--- config.mk ---
export PLATFORM = sky130hd
export DESIGN_NAME = alpaca_multadd
export DESIGN_NICKNAME = d
export VERILOG_FILES = /design/src/rtl/alpaca_multadd_pkg.sv /design/src/rtl/alpaca_multadd_mult.sv /design/src/rtl/alpaca_multadd.sv
export SDC_FILE = /design/constraint.sdc
export NUM_CORES = 1
export LEC_CHECK = 0
export BUFFER_PORTS_ARGS = -buffer_cell sky130_fd_sc_hd__buf_2
export CAP_MARGIN = 20
export CORE_ASPECT_RATIO = 0.5
export CORE_MARGIN = 2
export CORE_UTILIZATION = 25
export CTS_CLUSTER_DIAMETER = 30
export DETAILED_ROUTE_END_ITERATION = 8
export GPL_ROUTABILITY_DRIVEN = 0
export HOLD_SLACK_MARGIN = 0.02
export PLACE_DENSITY = 0.4
export SETUP_SLACK_MARGIN = 0.02
export SLEW_MARGIN = 20
export SYNTH_ARGS = -nofsm -noshare
export SYNTH_HDL_FRONTEND = slang
export SYNTH_SLANG_ARGS = --single-unit
--- constraint.sdc ---
create_clock -name clk -period 12.82 [get_ports clk]
set_input_delay 0 -clock clk [delete_from_list [all_inputs] [get_ports clk]]
set_output_delay 0 -clock clk [all_outputs]
set_load 0.05 [all_outputs]
--- src/rtl/alpaca_multadd_pkg.sv ---
// Shared fixed-point types and pipeline constants for the ALPACA multiply-add cell.
// Operands are Q1.15; the product and the final sum carry 30 fractional bits.
package alpaca_multadd_pkg;

   localparam int WIDTH      = 16;
   localparam int FRAC_WIDTH = 15;
   localparam int MULT_LAT   = 4;
   localparam int LAT        = MULT_LAT + 1;
   localparam int PERIOD     = 10;

   typedef logic signed [WIDTH-1:0]   sample_t;
   typedef logic signed [2*WIDTH-1:0] prod_t;
   typedef logic signed [2*WIDTH:0]   mac_t;

endpackage

--- src/rtl/alpaca_multadd_mult.sv ---
// Pipelined signed WIDTH x WIDTH multiplier, DSP48-style: A/B input registers,
// then an M register and MULT_LAT-2 further product registers.
module alpaca_mult
   import alpaca_multadd_pkg::*;
(
   input  logic                      clk,
   input  logic                      rst,
   input  logic signed [WIDTH-1:0]   i_a,
   input  logic signed [WIDTH-1:0]   i_b,
   output logic signed [2*WIDTH-1:0] o_p
);

   sample_t r_a;
   sample_t r_b;
   prod_t   r_p [MULT_LAT-1];

   always_ff @(posedge clk or posedge rst) begin
      if (rst) begin
         r_a <= '0;
         r_b <= '0;
         // NOTE: the product stages are reset element by element so an
         // in-flight result can never reappear after a mid-stream reset.
         for (int i = 0; i < MULT_LAT-1; i++) r_p[i] <= '0;
      end else begin
         r_a    <= i_a;
         r_b    <= i_b;
         r_p[0] <= prod_t'(r_a) * prod_t'(r_b);
         for (int i = 1; i < MULT_LAT-1; i++) r_p[i] <= r_p[i-1];
      end
   end

   assign o_p = r_p[MULT_LAT-2];

endmodule

--- src/rtl/alpaca_multadd.sv ---
// Full-precision signed multiply-add, dout = a*b + c, one operand set per cycle.
// The addend rides its own delay line so it meets the product of the same cycle.
module alpaca_multadd
   import alpaca_multadd_pkg::*;
(
   input  logic                    clk,
   input  logic                    rst,
   input  logic signed [WIDTH-1:0] i_a_data,
   input  logic signed [WIDTH-1:0] i_b_data,
   input  logic signed [WIDTH-1:0] i_c_data,
   output logic signed [2*WIDTH:0] o_dout_data
);

   prod_t   w_p;
   sample_t r_c [MULT_LAT];
   mac_t    r_dout;

   alpaca_mult u_mult (
      .clk (clk),
      .rst (rst),
      .i_a (i_a_data),
      .i_b (i_b_data),
      .o_p (w_p)
   );

   // c is sign-extended before the shift so its binary point lands on the product's.
   always_ff @(posedge clk or posedge rst) begin
      if (rst) begin
         for (int i = 0; i < MULT_LAT; i++) r_c[i] <= '0;
         r_dout <= '0;
      end else begin
         r_c[0] <= i_c_data;
         for (int i = 1; i < MULT_LAT; i++) r_c[i] <= r_c[i-1];
         r_dout <= mac_t'(w_p) + (mac_t'(r_c[MULT_LAT-1]) <<< FRAC_WIDTH);
      end
   end

   assign o_dout_data = r_dout;

endmodule

==> impl_metrics.yaml, run 1 <==
cells_and_area:
  diodes: 0
  synthToLayoutAreaGrowth_pct: 19.7
  final.fill_count: 6721
  final_nets: 1981
  layout-drive-gt1-share_pct: 10.6
global_routing:
  grt_start_max_net_pins: 95
  initial_antenna_violation_count: 0
  first_global_vias: 10500
  grt_overflow_total: 0
  grt_pass1_wl_mm: 60.5
  track_usage_pct: 11.7
floorplanning:
  die_area_sq_um: 67500
  die_w_um: 365
  fp-row-count: 66
  core_area_sq_um: 64800
  io_pins: 83
  fp.dieH_um: 185
  initial_utilization_pct: 25.2
timing:
  clock_skew_ns: 0.0260
  maxClockFrequency_ghz: 0.147
  post-route-min-period_ns: 6.80
  final_max_slew_viol_count: 0
  max-slew-margin-rel_pct: 43.5
  final.setup.tns_ns: 0
  min_period_over_period_pct: 53.0
  hold_violations: 0
  worst_pin_slew_ns: 0.847
  setup_repair_after_global_routing_missed_its_margin: "false"
  setup_violations: 0
drt:
  drc: 0
  vias_per_inst: 3.94
  route.final.wire_length_mm: 37.7
  route.antenna.remaining_nets: 0
  route.detailed.wl_per_inst_um: 15.2
  drt_pre_antenna_iters: 5
  vias: 9783
  drt_first_iter_violations: 462
yosys:
  synth-edff-count: 0
  avgSynthCellArea_sq_um: 11.4
  top_cell_type_by_total_area_after_synthesis: "dfrtp_1"
  synth.yosys.seq_area_share_pct: 34.5
  synthesis.area_sq_um: 16300
  synth_top_flop_cell: "dfrtp_1"
  post_synthesis_sequential_element_count: 225
  total_nets_after_synthesis: 1840
  netlist_instances: 1428
  synthArstFlopShare_pct: 100
  synth_warnings: 0
  synth.most_common_cell: "inv_1"
  post_synth_most_frequent_cells: "324 x inv_1, 263 x fa_1, 225 x dfrtp_1"
  post_synth_main_area_contributors: "dfrtp_1 34%, fa_1 32%, ha_1 7.6%"
  synth.lib_cells_used.distinct: 53
  yosysTopAreaCellShare_pct: 34.5
flow_run:
  max_cap_viol_count: 0
critical_path:
  ff2ff_path_depth: 19
  cp.arrival_ns: 7.19
  cp-startpoint: "u_mult.r_b[1]$_DFF_PP0_"
  cp-start-kind: "register"
  timing.critical_path.fanout_max: 16
  criticalPathCategory: "reg -> reg"
  critPathRequiredTime_ns: 13.21
  end_kind: "register"
  crit-reg2reg-launch: "u_mult.r_b[1]$_DFF_PP0_"
clocking:
  clock_insertion_delay_worst_skew_ns: 0.55
  post_cts_buffers: 0
  tritoncts_clock_tree: "done"
  htree_levels: 2
  numCtsBuffers: 38
  cts_repair_resize_count: 0
  hold_buffers: 49
  cts_sinks: 225
  cts_max_path_buffers: 3
  cts.root.buffer_cell: "clkbuf_16"
  cts.reportedPaths.clkPinSlew_ns: 0.05
place:
  port-buffer-count: 82
  detailed_placer_s_ending_hpwl_mm: 29.2
run_status:
  run_status: "completed"
hold_path:
  holdCritPathClass: "in -> async"
## cell families after synthesis
logic type                 after synthesis  synth area share, %
buffers and inverters                  357                 8.20
AOI/OAI and AO/OA                      106                 4.80
DFF                                    225                 34.5
adders and majority gates              362                 39.8
and+or+nand+nor                        329                 10.1
xor gates and xnor gates                49                 2.63
## cell type report
class / instances / area, sq um / share of cell area, %
inverter: 324 / 1220 / 6.26
tap: 884 / 1110 / 5.66
clock inverter: 23 / 279 / 1.43
sequential: 225 / 5630 / 28.8
timing repair buffer: 134 / 923 / 4.72
multi-input combinational: 846 / 9360 / 47.9
clock buffer: 46 / 1020 / 5.22
## state kept, by name, indices dropped and copies added (netlist names)
| register | flops |
|---|---|
| r_c | 64 |
| u_mult.r_p | 64 |
| o_dout_data | 33 |
| u_mult.o_p | 32 |
| u_mult.r_a | 16 |
| u_mult.r_b | 16 |
## per-stage QoR
stage               area, sq um  setup WS [ns]  util (%)  hold WS, ns  std cells
detailed placement        17800           6.08      27.4        0.109       2364
finish                    19500           6.02      30.2       0.0915       2482
global placement          17800           6.16      27.4        0.107       2364
floorplan                 16300           6.66         -       0.0314       1428
global route              19500           5.66      30.2       0.0616       2482
CTS                       19500           6.02      30.2       0.0443       2482
## worst max-delay path, cell delays in order (launching register included)
cell	delay (ns)
dfrtp_1	0.80
nand2_1	0.20
inv_1	0.17
fa_1	0.54
fa_1	0.86
inv_1	0.16
fa_1	0.51
fa_1	0.56
fa_1	0.43
fa_1	0.54
inv_1	0.06
ha_1	0.32
nand2_1	0.14
a2111oi_4	0.33
o41ai_2	0.17
o211ai_2	0.25
a41oi_2	0.19
o21bai_2	0.18
a21oi_2	0.08
xnor2_1	0.13
## metal layers
| layer | track usage, % | vias up | wire length (um) |
|---|---|---|---|
| met2 | 16.8 | 153 | 16200 |
| met1 | 17.8 | 5025 | 19400 |
| li1 | - | 4563 | - |
| met3 | 2.33 | 42 | 1490 |
| met5 | 0 | - | 0 |
| met4 | 2.93 | 0 | 622 |
## layout by cell type, fill, tap and decap left out, drive strengths merged, types with 4 or more instances in the layout
master	instances
and2	128
o41ai	4
fa	263
a21o	14
o21a	6
ha	99
clkbuf	46
xor2	10
buf	85
xnor2	39
nand2b	10
clkinvlp	6
a21oi	31
o21ai	18
clkinv	9
a211oi	8
nand2	127
nor3	9
dlygate4sd3	49
nor2	33
nand3	7
dfrtp	225
inv	329
## worst paths after layout
| path | end | slack (ns) |
|---|---|---|
| max | u_mult.r_p[95]$_DFF_PP0_ | 6.02 |
| min | o_dout_data[4]$_DFF_PP0_ | 0.09 |
| max reg2reg | u_mult.r_p[95]$_DFF_PP0_ | 6.02 |
| min reg2reg | r_c[25]$_DFF_PP0_ | 0.33 |
| max in group asynchronous | u_mult.o_p[30]$_DFF_PP0_ | 11.38 |
| min in group clk | u_mult.r_b[15]$_DFF_PP0_ | 0.09 |
Power of run 1 is not shown: default switching activity piles up to over one toggle a cycle in this logic, so the estimate is an artifact.
==> run 2: changes to the inputs <==
--- a/config.mk
+++ b/config.mk
@@ -14,7 +14,7 @@
 export DETAILED_ROUTE_END_ITERATION = 8
 export GPL_ROUTABILITY_DRIVEN = 0
 export HOLD_SLACK_MARGIN = 0.02
-export PLACE_DENSITY = 0.4
+export PLACE_DENSITY = 0.42
 export SETUP_SLACK_MARGIN = 0.02
 export SLEW_MARGIN = 20
 export SYNTH_ARGS = -nofsm -noshare
==> constraint.sdc (replaced) <==
create_clock -name clk -period 6.1 [get_ports clk]
set_input_delay 0 -clock clk [delete_from_list [all_inputs] [get_ports clk]]
set_output_delay 0 -clock clk [all_outputs]
set_load 0.05 [all_outputs]
==> impl_metrics.yaml, run 2 (synthesis results as in run 1) <==
global_routing:
  first_global_vias: 11100
  grt_overflow_total: 0
  initial_antenna_violation_count: 1
  grt_pass1_wl_mm: 62.0
  track_usage_pct: 11.8
  grt_start_max_net_pins: 138
floorplanning:
  initial_utilization_pct: 25.2
  fp.dieH_um: 185
  fp-row-count: 66
  io_pins: 83
  die_area_sq_um: 67500
  die_w_um: 365
  core_area_sq_um: 64800
clocking:
  tritoncts_clock_tree: "done"
  cts_sinks: 225
  cts.reportedPaths.clkPinSlew_ns: 0.06
  numCtsBuffers: 45
  htree_levels: 2
  cts_max_path_buffers: 3
  cts.root.buffer_cell: "clkbuf_16"
  clock_insertion_delay_worst_skew_ns: 0.58
drt:
  route.final.wire_length_mm: 38.4
  met2_wirelength_mm: 17.1
  drc: 0
  met1Wirelength_mm: 19.1
  route.antenna.remaining_nets: 0
  drt_pre_antenna_iters: 4
  highest_layer: "met4"
  vias_per_inst: 3.86
  drt_first_iter_violations: 414
  vias: 10100
  met3RoutedLength_mm: 1.58
  route.detailed.wl_per_inst_um: 14.7
cells_and_area:
  multiInputGateArea_sq_um: 9590
  area.sequential_sq_um: 5660
  final_cell_mix: "319 x inv_1, 255 x fa_1, 204 x dfrtp_1, 126 x and2_1, 122 x nand2_1"
  synthToLayoutAreaGrowth_pct: 28.5
  finalNonFillerCells: 2614
  layout_commonest_cell: "inv_1"
  final.fill_count: 6620
  final_nets: 2104
  layout-drive-gt1-share_pct: 20.9
timing:
  max-slew-margin-rel_pct: 43.0
  setup_violations: 0
  worst_pin_slew_ns: 0.853
  maxClockFrequency_ghz: 0.170
  setup_repair_after_global_routing_missed_its_margin: "true"
  hold_violations: 0
  post-route-min-period_ns: 5.89
  final_max_slew_viol_count: 0
  clock_skew_ns: 0.0314
  min_period_over_period_pct: 96.5
place:
  dp_cells: 2452
  detailed_placer_s_ending_hpwl_mm: 31.2
  port-buffer-count: 82
critical_path:
  reg2reg_slack_ns: 0.21
  timing.critical_path.fanout_max: 8
  critPathRequiredTime_ns: 6.54
  cp.arrival_ns: 6.33
  cp-start-kind: "register"
  end_kind: "register"
  criticalPathCategory: "reg -> reg"
hold_path:
  holdCritPathClass: "in -> reg"
run_status:
  run_status: "completed"
flow_run:
  max_cap_viol_count: 0
run 2: cell count changes in the layout (fill, tap and decap cells not counted), sizes merged:
cell	change
clkbuf	+2
buf	+114
diode	+1
inv	+16
bufinv	-2
clkinvlp	-2
clkinv	+3
run 2: timing repair:
item | in CTS | in global routing
endpoints found under the hold margin | 85 | 0
gates resized for setup | 30 | 41
endpoints found under the setup margin | 3 | 6
hold buffers | 49 | 0
buffers inserted | 1 | 27
gates cloned | 0 | 0
pin swaps | 14 | 28
run 2: worst paths after layout:
path / start / endpoint / depth (start not counted)
hold reg to reg: u_mult.r_p[72]$_DFF_PP0_ / u_mult.r_p[40]$_DFF_PP0_ / 0
hold / removal: i_c_data[9] / r_c[57]$_DFF_PP0_ / 2
setup / recovery: u_mult.r_a[5]$_DFF_PP0_ / u_mult.r_p[95]$_DFF_PP0_ / 20
min in group asynchronous: rst / r_c[54]$_DFF_PP0_ / 3
setup reg to reg: u_mult.r_a[5]$_DFF_PP0_ / u_mult.r_p[95]$_DFF_PP0_ / 20
max in group asynchronous: rst / u_mult.r_a[8]$_DFF_PP0_ / 4
run 2: cell type report:
class | instances | share of cell area (%)
multi-input combinational | 846 | 45.7
inverter | 324 | 5.81
clock buffer | 46 | 5.38
timing repair buffer | 250 | 8.81
sequential | 225 | 26.9
clock inverter | 38 | 2.10
antenna | 1 | 0.0119
tap | 884 | 5.27
run 2: layer usage:
layer	global-route usage, %	vias up
li1	-	4814
met1	17.2	5107
met2	18.1	121
met3	2.15	48
met4	2.93	0
met5	0	-
run 2: critical path, cell delays in order, from the launching register on:
cell and delay, ns:
dfrtp_2 0.48, and2_4 0.17, fa_1 0.53, inv_1 0.06
fa_1 0.53, inv_1 0.06, fa_2 0.64, fa_2 0.45
fa_1 0.48, inv_1 0.05, fa_1 0.47, inv_1 0.06
ha_4 0.28, nand3_4 0.07, a2111oi_4 0.38, o41ai_4 0.16
o211ai_2 0.31, a41oi_2 0.22, o21bai_2 0.17, a21oi_2 0.07
xnor2_1 0.12
run 2: metrics by stage:
stage | area, sq um | utilization [%] | hold slack (ns) | setup TNS [ns] | worst slack, ns
2_1_floorplan | 16300 | - | 0.0314 | 0 | 0.170
3_3_place_gp | 18500 | 28.5 | 0.107 | -0.104 | -0.0536
3_5_place_dp | 18500 | 28.5 | 0.109 | -0.236 | -0.113
4_1_cts | 20600 | 31.8 | 0.0290 | 0 | 0.0319
5_1_grt | 21000 | 32.4 | 0.0427 | -0.00785 | -0.00785
6_report | 21000 | 32.4 | 0.0623 | 0 | 0.211
Power of run 2 is left out for the same reason.
